### config.mk
export PLATFORM = sky130hd
export DESIGN_NAME = s298_seq_ctrl_flat
export DESIGN_NICKNAME = d
export VERILOG_FILES = /design/src/rtl/s298_seq_ctrl_if.sv /design/src/rtl/s298_seq_ctrl.sv /design/src/flat_wrapper.sv
export SDC_FILE = /design/constraint.sdc
export NUM_CORES = 1
export LEC_CHECK = 0
export BUFFER_PORTS_ARGS = -buffer_cell sky130_fd_sc_hd__buf_2
export CORE_ASPECT_RATIO = 1.75
export CORE_MARGIN = 2
export CORE_UTILIZATION = 55
export DETAILED_ROUTE_END_ITERATION = 12
export PLACE_DENSITY = 0.84
export SLEW_MARGIN = 20
export SYNTH_ARGS = -nofsm -noshare
export SYNTH_HDL_FRONTEND = slang
export SYNTH_SLANG_ARGS = --single-unit
### constraint.sdc
create_clock -name clk -period 3.54 [get_ports clk]
set_clock_uncertainty 0.05 [all_clocks]
set_input_delay 0.531 -clock clk [delete_from_list [all_inputs] [get_ports clk]]
set_output_delay 0.531 -clock clk [all_outputs]
set_load 0.005 [all_outputs]
### src/rtl/s298_seq_ctrl_if.sv
// s298_seq_ctrl_if: host/core-side bundle of the s298 sequencing controller.
//
// Handshake: start is a request that the controller accepts on a rising clk
// edge only while it is idle (busy=0 and done=0); while busy or done is high,
// start is ignored. done is a one-cycle completion strobe raised after the
// scan-unload finishes. cyc_cnt and sig hold their values until the next
// accepted start.
interface s298_seq_ctrl_if #(
    parameter int SW  = 14,
    parameter int CW  = 16,
    parameter int PIW = 3,
    parameter int POW = 6
);
    logic           start;
    logic [CW-1:0]  cycles;
    logic [PIW-1:0] pi_vec;
    logic           scan_in;
    logic           scan_out;
    logic [PIW-1:0] core_pi;
    logic [SW-1:0]  core_ps;
    logic [SW-1:0]  core_ns;
    logic [POW-1:0] core_po;
    logic           busy;
    logic           done;
    logic [CW-1:0]  cyc_cnt;
    logic [15:0]    sig;
    logic [2:0]     dbg_state;

    // Host plus combinational core side.
    modport master (
        output start, cycles, pi_vec, scan_in, core_ns, core_po,
        input  scan_out, core_pi, core_ps, busy, done, cyc_cnt, sig, dbg_state
    );

    // Controller side.
    modport slave (
        input  start, cycles, pi_vec, scan_in, core_ns, core_po,
        output scan_out, core_pi, core_ps, busy, done, cyc_cnt, sig, dbg_state
    );
endinterface

### src/rtl/s298_seq_ctrl.sv
// s298_seq_ctrl: owns the 14-bit state register of the combinational s298
// core. A run scan-loads the state MSB first, applies 'cycles' functional
// clocks with latched primary inputs, then scan-unloads MSB first.
// Optional feature macro: S298_SEQ_SIGNATURE_EN enables a 16-bit MISR over
// {core_po, core_ns[9:0]} during RUN; without it sig reads 16'h0000.
module s298_seq_ctrl #(
    parameter int SW  = 14,
    parameter int CW  = 16,
    parameter int PIW = 3,
    parameter int POW = 6
) (
    input logic           clk,
    input logic           rst,
    s298_seq_ctrl_if.slave bus
);
    localparam int BW = $clog2(SW + 1);
    localparam logic [BW-1:0] BIT_LAST = BW'(SW - 1);

    localparam logic [2:0] ST_IDLE      = 3'd0;
    localparam logic [2:0] ST_SHIFT_IN  = 3'd1;
    localparam logic [2:0] ST_RUN       = 3'd2;
    localparam logic [2:0] ST_SHIFT_OUT = 3'd3;
    localparam logic [2:0] ST_DONE      = 3'd4;

    logic [2:0]     fsm;
    logic [SW-1:0]  state;
    logic [BW-1:0]  bit_cnt;
    logic [CW-1:0]  cyc_cnt;
    logic [CW-1:0]  cyc_lat;
    logic [CW-1:0]  cyc_nxt;
    logic [PIW-1:0] pi_lat;

    assign cyc_nxt = cyc_cnt + 1'b1;

    // Sequencer: scan-in, functional clocks, scan-out, completion strobe.
    always_ff @(posedge clk or posedge rst) begin
        if (rst) begin
            fsm     <= ST_IDLE;
            state   <= '0;
            bit_cnt <= '0;
            cyc_cnt <= '0;
            cyc_lat <= '0;
            pi_lat  <= '0;
        end else begin
            case (fsm)
                ST_IDLE: begin
                    if (bus.start) begin
                        cyc_lat <= bus.cycles;
                        pi_lat  <= bus.pi_vec;
                        cyc_cnt <= '0;
                        bit_cnt <= '0;
                        fsm     <= ST_SHIFT_IN;
                    end
                end
                ST_SHIFT_IN: begin
                    state <= {state[SW-2:0], bus.scan_in};
                    if (bit_cnt == BIT_LAST) begin
                        bit_cnt <= '0;
                        fsm     <= (cyc_lat == '0) ? ST_SHIFT_OUT : ST_RUN;
                    end else begin
                        bit_cnt <= bit_cnt + 1'b1;
                    end
                end
                ST_RUN: begin
                    // Exactly cyc_lat core updates before unloading.
                    state   <= bus.core_ns;
                    cyc_cnt <= cyc_nxt;
                    if (cyc_nxt == cyc_lat) begin
                        bit_cnt <= '0;
                        fsm     <= ST_SHIFT_OUT;
                    end
                end
                ST_SHIFT_OUT: begin
                    state <= {state[SW-2:0], 1'b0};
                    if (bit_cnt == BIT_LAST) begin
                        bit_cnt <= '0;
                        fsm     <= ST_DONE;
                    end else begin
                        bit_cnt <= bit_cnt + 1'b1;
                    end
                end
                ST_DONE: begin
                    fsm <= ST_IDLE;
                end
                default: begin
                    fsm <= ST_IDLE;
                end
            endcase
        end
    end

`ifdef S298_SEQ_SIGNATURE_EN
    logic [15:0] sig;

    // MISR compacts next-state and primary outputs on every functional clock.
    always_ff @(posedge clk or posedge rst) begin
        if (rst) begin
            sig <= '0;
        end else if (fsm == ST_IDLE && bus.start) begin
            sig <= '0;
        end else if (fsm == ST_RUN) begin
            sig <= {sig[14:0], 1'b0} ^ (sig[15] ? 16'h100B : 16'h0000)
                   ^ {bus.core_po, bus.core_ns[9:0]};
        end
    end

    assign bus.sig = sig;
`else
    assign bus.sig = 16'h0000;
`endif

    assign bus.scan_out  = state[SW-1];
    assign bus.core_ps   = state;
    assign bus.core_pi   = (fsm == ST_RUN) ? pi_lat : '0;
    assign bus.busy      = (fsm == ST_SHIFT_IN) || (fsm == ST_RUN) || (fsm == ST_SHIFT_OUT);
    assign bus.done      = (fsm == ST_DONE);
    assign bus.cyc_cnt   = cyc_cnt;
    assign bus.dbg_state = fsm;
endmodule

### src/flat_wrapper.sv
// flat-port wrapper written by rule: the top's interface ports become plain ports
module s298_seq_ctrl_flat 
#(
    parameter int SW  = 14,
    parameter int CW  = 16,
    parameter int PIW = 3,
    parameter int POW = 6
)
  (clk, rst, bus_start, bus_cycles, bus_pi_vec, bus_scan_in, bus_core_ns, bus_core_po, bus_scan_out, bus_core_pi, bus_core_ps, bus_busy, bus_done, bus_cyc_cnt, bus_sig, bus_dbg_state);
  s298_seq_ctrl_if #(.SW(SW), .CW(CW), .PIW(PIW), .POW(POW)) bus_i ();
  input logic clk;
  input logic rst;
  input wire logic [$bits(bus_i.start)-1:0] bus_start;
  input wire logic [$bits(bus_i.cycles)-1:0] bus_cycles;
  input wire logic [$bits(bus_i.pi_vec)-1:0] bus_pi_vec;
  input wire logic [$bits(bus_i.scan_in)-1:0] bus_scan_in;
  input wire logic [$bits(bus_i.core_ns)-1:0] bus_core_ns;
  input wire logic [$bits(bus_i.core_po)-1:0] bus_core_po;
  output wire logic [$bits(bus_i.scan_out)-1:0] bus_scan_out;
  output wire logic [$bits(bus_i.core_pi)-1:0] bus_core_pi;
  output wire logic [$bits(bus_i.core_ps)-1:0] bus_core_ps;
  output wire logic [$bits(bus_i.busy)-1:0] bus_busy;
  output wire logic [$bits(bus_i.done)-1:0] bus_done;
  output wire logic [$bits(bus_i.cyc_cnt)-1:0] bus_cyc_cnt;
  output wire logic [$bits(bus_i.sig)-1:0] bus_sig;
  output wire logic [$bits(bus_i.dbg_state)-1:0] bus_dbg_state;
  assign bus_i.start = bus_start;
  assign bus_i.cycles = bus_cycles;
  assign bus_i.pi_vec = bus_pi_vec;
  assign bus_i.scan_in = bus_scan_in;
  assign bus_i.core_ns = bus_core_ns;
  assign bus_i.core_po = bus_core_po;
  assign bus_scan_out = bus_i.scan_out;
  assign bus_core_pi = bus_i.core_pi;
  assign bus_core_ps = bus_i.core_ps;
  assign bus_busy = bus_i.busy;
  assign bus_done = bus_i.done;
  assign bus_cyc_cnt = bus_i.cyc_cnt;
  assign bus_sig = bus_i.sig;
  assign bus_dbg_state = bus_i.dbg_state;
  s298_seq_ctrl #(.SW(SW), .CW(CW), .PIW(PIW), .POW(POW)) u_core (.clk(clk), .rst(rst), .bus(bus_i));
endmodule
Word-level counts from Yosys, hierarchy flattened
Index checks and enable logic that the tools add are counted.
W data, S select, Z words.
{ "totals": {"ff_bits": 56, "output_inout_bits": 55, "input_bits": 43} }
{ "classes": {"muxes": 14, "add_sub_neg": 2, "reduce_logical": 12, "n_eq_ne": 10} }
{ "op_table": {"columns": ["cell", "n"], "rows": [
  ["$pmux W14 S3", 1],
  ["$pmux W16 S2", 1],
  ["$add A16 B1 Y16 const B", 1],
  ["$eq A16 B16 Y1", 1],
  ["$logic_not A16 Y1", 1],
  ["$mux W16", 1],
  ["$mux W3", 5],
  ["$mux W4", 3],
  ["$pmux W3 S4", 1],
  ["$pmux W4 S3", 1],
  ["$eq A3 B2 Y1 const B", 2],
  ["$ne A2 B1 Y1 const B", 3],
  ["$reduce_bool A3 Y1", 2],
  ["$add A4 B1 Y4 const B", 1],
  ["$eq A4 B4 Y1 const B", 1],
  ["$reduce_and A2 Y1", 2],
  ["$reduce_and A4 Y1", 1],
  ["$eq A3 B1 Y1 const B", 1],
  ["$eq A3 B3 Y1 const B", 1],
  ["$logic_not A3 Y1", 1],
  ["$reduce_and A3 Y1", 1],
  ["$logic_or A1 B1 Y1", 2],
  ["$ne A2 B2 Y1 const B", 1],
  ["$reduce_bool A2 Y1", 1],
  ["2 further kinds", 2]
]} }

Longest topological paths before layout
Gate-level depths: netlist of run 1.
{ "depth": {"word_depth": 4, "mapped_depth": 8} }

Worst setup path before layout of run 1
OpenSTA, ideal clock, no wires.
{ "synth_timing": {"path_kind": "register to output", "from": "register u_core.fsm[2] (netlist: u_core.bus.dbg_state[2])", "to": "output port bus_core_pi[0]", "path_stages_with_launch": 6, "arrival_time_ns": 1.479, "setup_slack_ns": 1.480, "n_path_buf": 2, "path_cell_list": "dfrtp_1 clkbuf_1 nand2b_1 nor2_2 clkbuf_1 and2_1"} }
{ "synth_between": {"elab_chain_cells": 2} }
{ "synth_lines": {"columns": ["item", "line_no", "rtl"], "rows": [
  ["start: declaration", "s298_seq_ctrl.sv:25", "logic [2:0] fsm;"],
  ["start signal: assignment", "s298_seq_ctrl.sv:59", "fsm <= (cyc_lat == '0) ? ST_SHIFT_OUT : ST_RUN;"],
  ["$eq A3 B2 Y1", "s298_seq_ctrl.sv:114", "assign bus.core_pi = (fsm == ST_RUN) ? pi_lat : '0;"],
  ["$mux W3", "s298_seq_ctrl.sv:114", null],
  ["end: declaration", "flat_wrapper.sv:20", "output wire logic [$bits(bus_i.core_pi)-1:0] bus_core_pi;"]
]} }
No other way between the ends.

Worst setup path after layout of run 1
{ "layout_timing": {"from": "register u_core.cyc_cnt[0] (netlist: u_core.bus.cyc_cnt[0])", "to": "register u_core.bit_cnt[0]"} }
{ "layout_between": {"elab_chain_cells": 4} }
{ "layout_lines": {"columns": ["item", "line_no", "rtl"], "rows": [
  ["start: declaration", "s298_seq_ctrl.sv:28", "logic [CW-1:0] cyc_cnt;"],
  ["start signal: assignment", "s298_seq_ctrl.sv:67", "cyc_cnt <= cyc_nxt;"],
  ["$add A16 B1 Y16", "s298_seq_ctrl.sv:33", "assign cyc_nxt = cyc_cnt + 1'b1;"],
  ["$eq A16 B16 Y1", "s298_seq_ctrl.sv:68", "if (cyc_nxt == cyc_lat) begin"],
  ["$ne A2 B1 Y1 (no source line)", null, null],
  ["$reduce_and A3 Y1 (no source line)", null, null],
  ["end signal: assignment", "s298_seq_ctrl.sv:61", "bit_cnt <= bit_cnt + 1'b1;"],
  ["end signal: assignment", "s298_seq_ctrl.sv:79", "bit_cnt <= bit_cnt + 1'b1;"],
  ["end: declaration", "s298_seq_ctrl.sv:27", "logic [BW-1:0] bit_cnt;"]
]} }
No other way between the ends.
A chain may end at the register's enable or synchronous reset.

==> run summary, run 1 <==
Post-Synthesis Cells = 339
Yosys top cell by area = dfrtp_1
Req. time, crit path = 3.67 ns
Synth area leaders = dfrtp_1 43%, mux2_2 6.5%, o21ai_0 5.9%
Clk slew on worst S/H paths = 0.10 ns
Antenna Cells = 0
Rows = 37
Crit start category = flop
Post-layout min period = 2.46 ns
Core area = 5830 µm²
Synthesized area = 3280 µm²
Post-synth cell types = 54
Post-DR vias/cell = 5.62
Wire per inst = 15.2 µm
Fraction of registers with async set/reset = 1.00
WL final = 7.32 mm
Cts repair resizes = 0
Vias = 2709
Worst skew pair latency = 0.33 ns
Largest net degree at the start of global routing = 36
Post-synth top flop = dfrtp_1
Slew HR = 0.341
Slew @ Worst Pin = 0.984 ns
EDFF count, synth = 0
CTS tree = yes
Antenna Nets Post-Route = 0
Post-DP HPWL = 5.55 mm
Number of hold buffers added after CTS = 0
Final TNS setup = 0 ns
Top delay family on crit path = compound AO/OA/AOI/OAI gates
Num CTS Buffers = 5
Final Hold Viols = 0
Bufs and invs on worst path = 0
Level count of the clock H-tree = 2
Die Ht = 106 µm
Die ar. = 6620 µm²
Layout Nets = 447
Seq/Total Area, Yosys = 0.427
P per Cell Area = 529 nW/µm²
Clock tree root driver cell = clkbuf_8
Slew Viols, Final = 0
GP Congestion = 0.810
Grt ovf = 0
Kind of critical path = flop to flop
Outcome = complete, no violations
Area Overhead vs Synth = 13.7%
Gr usage total = 0.246
Vias in the first global route = 2737
Crit-path slowest cell = dfrtp_1
Initial Util = 0.562
FMAX = 406 MHz
PnR worst setup slack = 1.08 ns
CP max FO = 8
Setup Buffers After CTS = 0
Global-route wire length before repair = 12.9 mm
Worst hold path type = input port to async pin
Deepest clock path buffer count = 2
Yosys warns = 0
Iter 0 DRT Violations = 121
Total of max-cap violations = 0
Crit-path cells = ha_1 > nand4_2 > nor2_2 > a32o_1 > o21ai_0 > a31oi_2 > a41oi_1
Setup violations, final = 0
Top cells by count, synth = 56 x dfrtp_1, 39 x o21ai_0, 36 x nand2_1
Pre-antenna DRT Iters = 4
Place WS = 1.14 ns
CP Capture Type = flop
Register bit total from synthesis = 56
Synth top area share = 0.427
Final Cycle Share = 0.695
CP peak stage delay = 0.48 ns
Layout cells sized above 1 = 0.302
Initial antenna violation count = 0
Top-count cell post-synth = dfrtp_1
Max VDD drop = 0.443 mV
# port buffers = 75
I/O pin total = 98
RSZ-0062 raised after global routing = false
DRC viols = 0
Sinks on Clock Net = 56
P_leak = 1.82 nW
Die width = 62.4 µm
Post-Syn Area per Cell = 9.68 µm²
CP Data Arrival Time = 2.59 ns
Final core utilization = 0.640
[final timing paths]
path                                       startpoint                    end  slack, ns  cells after the start
min in group clk                       bus_cycles[15]     u_core.cyc_lat[15]       0.37                      2
max in group asynchronous                         rst  u_core.bus.cyc_cnt[7]       2.44                      3
worst min-delay path                              rst  u_core.bus.core_ps[6]       0.25                      2
worst max register to register  u_core.bus.cyc_cnt[0]      u_core.bit_cnt[0]       1.08                      7
worst min register to register       u_core.pi_lat[1]       u_core.pi_lat[1]       0.46                      1
worst max-delay path            u_core.bus.cyc_cnt[0]      u_core.bit_cnt[0]       1.08                      7
[registers in the layout, summed over array words and instances, names as in the netlist]
register and cells:
u_core.bus.core_ps 14, u_core.bit_cnt 4, u_core.bus.cyc_cnt 16, u_core.pi_lat 3
u_core.cyc_lat 16, u_core.bus.dbg_state 3
[per-layer routing]
layer / part of all wire / vias up / track usage
li1: - / 1301 / -
met2: 0.54 / 112 / 0.449
met4: 0.038 / 0 / 0.122
met5: 0 / - / 0
met3: 0.056 / 25 / 0.0434
met1: 0.37 / 1271 / 0.274
[where the power goes]
group / internal (W) / switching (W)
clock: 0.000213 / 0.000225
sequential: 0.000747 / 0.000200
combinational: 0.000296 / 0.000292
[layout make-up]
type	instances	area, µm²
Sequential cell	56	1400
Inverter	3	11.3
Multi-Input combinational cell	258	1700
Fill cell	489	2100
Clock inverter	3	47.5
Clock buffer	5	68.8
Tap cell	78	97.6
Timing Repair Buffer	79	405
[worst reg2reg max path, stage by stage, from the launching register on]
cell     delay (ns)
dfrtp_1        0.48
ha_1           0.37
nand4_2        0.21
nor2_2         0.34
a32o_1         0.21
o21ai_0        0.10
a31oi_2        0.36
a41oi_1        0.19
[per-stage QoR]
stage	instances	cell area, µm²	hold slack (ns)	power, W
after global placement	474	3610	0.432	0.00151
after global routing	482	3730	0.325	0.00211
after floorplan	354	3340	0.422	0.00136
after detailed placement	474	3610	0.442	0.00154
after CTS	482	3730	0.276	0.00198
final	482	3730	0.251	0.00197
[layout by cell type (no fill, tap or decap), types with 2 or more instances in the layout]
master / synthesis / routed
nor3_4: 2 / 2
mux2_2: 19 / 19
buf_4: 18 / 4
dfrtp_1: 56 / 56
and2_1: 7 / 7
o21ai_0: 39 / 39
a41oi_1: 2 / 2
nor2_2: 2 / 2
o2111ai_1: 2 / 2
inv_1: 3 / 2
nand2b_1: 3 / 3
nand2_1: 36 / 36
buf_2: 8 / 75
nand4_1: 4 / 4
and3_1: 6 / 6
or2_2: 3 / 3
o31ai_1: 5 / 5
nor4_1: 5 / 5
a22o_1: 2 / 2
mux2i_1: 14 / 14
o22ai_1: 2 / 2
clkbuf_8: 0 / 5
clkinv_4: 0 / 2
xnor2_1: 13 / 13
nand3b_1: 2 / 2
a21oi_1: 5 / 5
nand3_1: 5 / 5
xor2_1: 8 / 8
nor2_1: 24 / 24
nor3b_1: 3 / 3
a31oi_1: 7 / 7
conb_1: 1 / 16
[kinds of logic (layout without fill, tap and decap cells)]
| logic type | count (synthesis) | count (layout) | synth area share |
|---|---|---|---|
| fa+ha+maj | 1 | 1 | 0.00381 |
| xor+xnor | 21 | 21 | 0.0561 |
| simple gates | 112 | 112 | 0.186 |
| compound gates | 75 | 75 | 0.143 |
| flops | 56 | 56 | 0.427 |
| other cells | 1 | 16 | 0.00114 |
| buf+inv | 40 | 90 | 0.0740 |
| mux | 33 | 33 | 0.108 |
Note: power is estimated with default switching activity, not from simulation.
==> inputs of run 2 (changes only) <==
- CORE_UTILIZATION: 55 -> 47
- PLACE_DENSITY: 0.84 -> 0.77
- clock period: 3.54 -> 2.18 ns (I/O delays scaled with it)
==> run 2 against run 1 <==
Sequential cell count did not move. Register-to-register slack got worse by 0.96 ns. Cell area rose by 4.7%. Global-route usage fell by 3.7 points. Count of clock-buffer cells in the layout did not move. Maximum frequency rose by 19%. Non-clock buffer count rose by 15. Core utilization fell by 6.6 points. Combinational power rose by 97%. Via count rose by 2.5%. First-iteration DRC count fell by 4.1%. Setup slack got worse by 0.96 ns. Largest power group unchanged.
==> run summary, run 2 (same netlist as run 1, synthesis figures left out) <==
Die width = 67.2 µm (+7.7%)
I/O pin total = 98 (unchanged)
Slew HR = 0.436 (+0.0950)
CP Capture Type = flop
Vias in the first global route = 2763 (+0.95%)
Final Hold Viols = 0 (unchanged)
Worst skew pair latency = 0.29 ns (-0.04 ns)
Non-filler cells in the finished layout = 503 (+4.4%)
Commonest non-fill, non-tap cell in the layout = buf_2
Iter 0 DRT Violations = 116 (-4.1%)
CTS tree = yes
Initial antenna violation count = 0 (unchanged)
Pre-antenna DRT Iters = 5 (+1)
Clock tree root driver cell = clkbuf_16
Rows = 40 (+8.1%)
Gr usage total = 0.209 (-0.0372)
Largest net degree at the start of global routing = 57 (+58%)
Layout cells sized above 1 = 0.329 (+0.0274)
Hold WS = 0.171 ns (-0.0806 ns)
# port buffers = 75 (unchanged)
Final Cycle Share = 0.946 (+0.251)
Req. time, crit path = 2.29 ns (-1.38 ns)
Clk slew on worst S/H paths = 0.07 ns (-0.03 ns)
Layout Nets = 462 (+3.4%)
FMAX = 485 MHz (+19%)
Wire per inst = 15.0 µm (-1.0%)
FILL cells = 619 (+27%)
P per Cell Area = 905 nW/µm² (+71%)
Post-DP HPWL = 5.58 mm (+0.58%)
Most frequent cells in the layout = 75 x buf_2, 55 x dfrtp_1, 39 x o21ai_0
Deepest clock path buffer count = 2 (unchanged)
Num CTS Buffers = 5 (unchanged)
Setup violations, final = 0 (unchanged)
Post-layout min period = 2.06 ns (-0.399 ns)
Slew Viols, Final = 0 (unchanged)
Initial Util = 0.482 (-0.0804)
Antenna Cells = 0 (unchanged)
GP Congestion = 0.850 (+5.1%)
Die ar. = 7690 µm² (+16%)
Worst hold path type = input port to async pin
Total of max-cap violations = 0 (unchanged)
Sinks on Clock Net = 56 (unchanged)
Number of hold buffers added after CTS = 0 (unchanged)
Antenna Nets Post-Route = 0 (unchanged)
WL final = 7.57 mm (+3.3%)
Die Ht = 115 µm (+7.9%)
Kind of critical path = flop to flop
Post-DR vias/cell = 5.52 (-1.8%)
Slew @ Worst Pin = 0.842 ns (-0.142 ns)
Core area = 6810 µm² (+17%)
Crit start category = flop
Outcome = complete, no violations
Global-route wire length before repair = 12.5 mm (-2.8%)
P_leak = 1.92 nW (+5.6%)
DRC viols = 0 (unchanged)
CP max FO = 5 (-3)
Storage element area = 1400 µm² (about the same)
Footprint of the multi-input gates = 1700 µm² (unchanged)
Vias = 2777 (+2.5%)
Grt ovf = 0 (unchanged)
Placed cells = 494 (+4.2%)
Max VDD drop = 0.751 mV (+69%)
RSZ-0062 raised after global routing = true
CP Data Arrival Time = 2.17 ns (-0.42 ns)
Level count of the clock H-tree = 2 (unchanged)
Area Overhead vs Synth = 19.1%
==> run 2: cell count changes in the layout (fill, tap and decap cells not counted), sizes merged <==
cell and delta:
clkinv -1, buf +15, clkinvlp +1
==> run 2: report_power, final <==
group | leakage [nW] | switching [W] | internal (W)
Clock | 0.0798 | 0.000375 | 0.000540
Sequential | 0.700 | 0.000244 | 0.00122
Combinational | 1.14 | 0.000576 | 0.000583
==> run 2: stage by stage <==
stage	instance area (µm²)	util	setup WS (ns)	power (W)	setup TNS, ns
2_1_floorplan	3340	-	0.216	0.00221	0
3_3_place_gp	3730	0.548	0.161	0.00258	0
3_5_place_dp	3730	0.548	0.130	0.00262	0
4_1_cts	3890	0.572	0.0646	0.00354	0
5_1_grt	3910	0.574	-0.0204	0.00376	-0.0204
6_report	3910	0.574	0.118	0.00353	0
==> run 2: layout make-up <==
class,count,share of cell area
multi-input cells,258,0.435
inverters,3,0.00288
flip-flops and latches,56,0.359
well taps,84,0.0269
clock buffers,5,0.0320
clock inverters,3,0.0109
repair buffers,94,0.134
==> run 2: metal layers <==
metal / global-route usage / vias to the layer above / wire length (µm) / part of all wire
li1: - / 1331 / - / -
met1: 0.244 / 1320 / 2940 / 0.39
met2: 0.363 / 105 / 3960 / 0.52
met3: 0.0344 / 21 / 420 / 0.056
met4: 0.0980 / 0 / 254 / 0.034
met5: 0 / - / 0 / 0
==> run 2: timing repair <==
action,4_1_cts,5_1_grt
endpoints found under the setup margin,0,5
setup buffers,0,1
hold endpoints to repair,0,0
resized for setup,0,2
==> run 2: worst max-delay path, stage by stage (launching register included) <==
cell and delay, ns:
dfrtp_1 0.41, ha_1 0.26, nand4_2 0.20, nor4_4 0.35, xnor2_1 0.12, nor2_1 0.13, o2111a_2 0.27, a41oi_1 0.13
==> run 2: worst paths after layout <==
kind                                           end             startpoint  depth (start not counted)  slack, ns
min                          u_core.bus.core_ps[7]                    rst                          3       0.17
min in group clk                u_core.cyc_lat[12]         bus_cycles[12]                          2       0.21
max in group asynchronous  u_core.bus.dbg_state[0]                    rst                          3       1.40
max reg2reg                      u_core.bit_cnt[0]  u_core.bus.cyc_cnt[1]                          7       0.12
max                              u_core.bit_cnt[0]  u_core.bus.cyc_cnt[1]                          7       0.12
min reg2reg                       u_core.pi_lat[0]       u_core.pi_lat[0]                          1       0.45
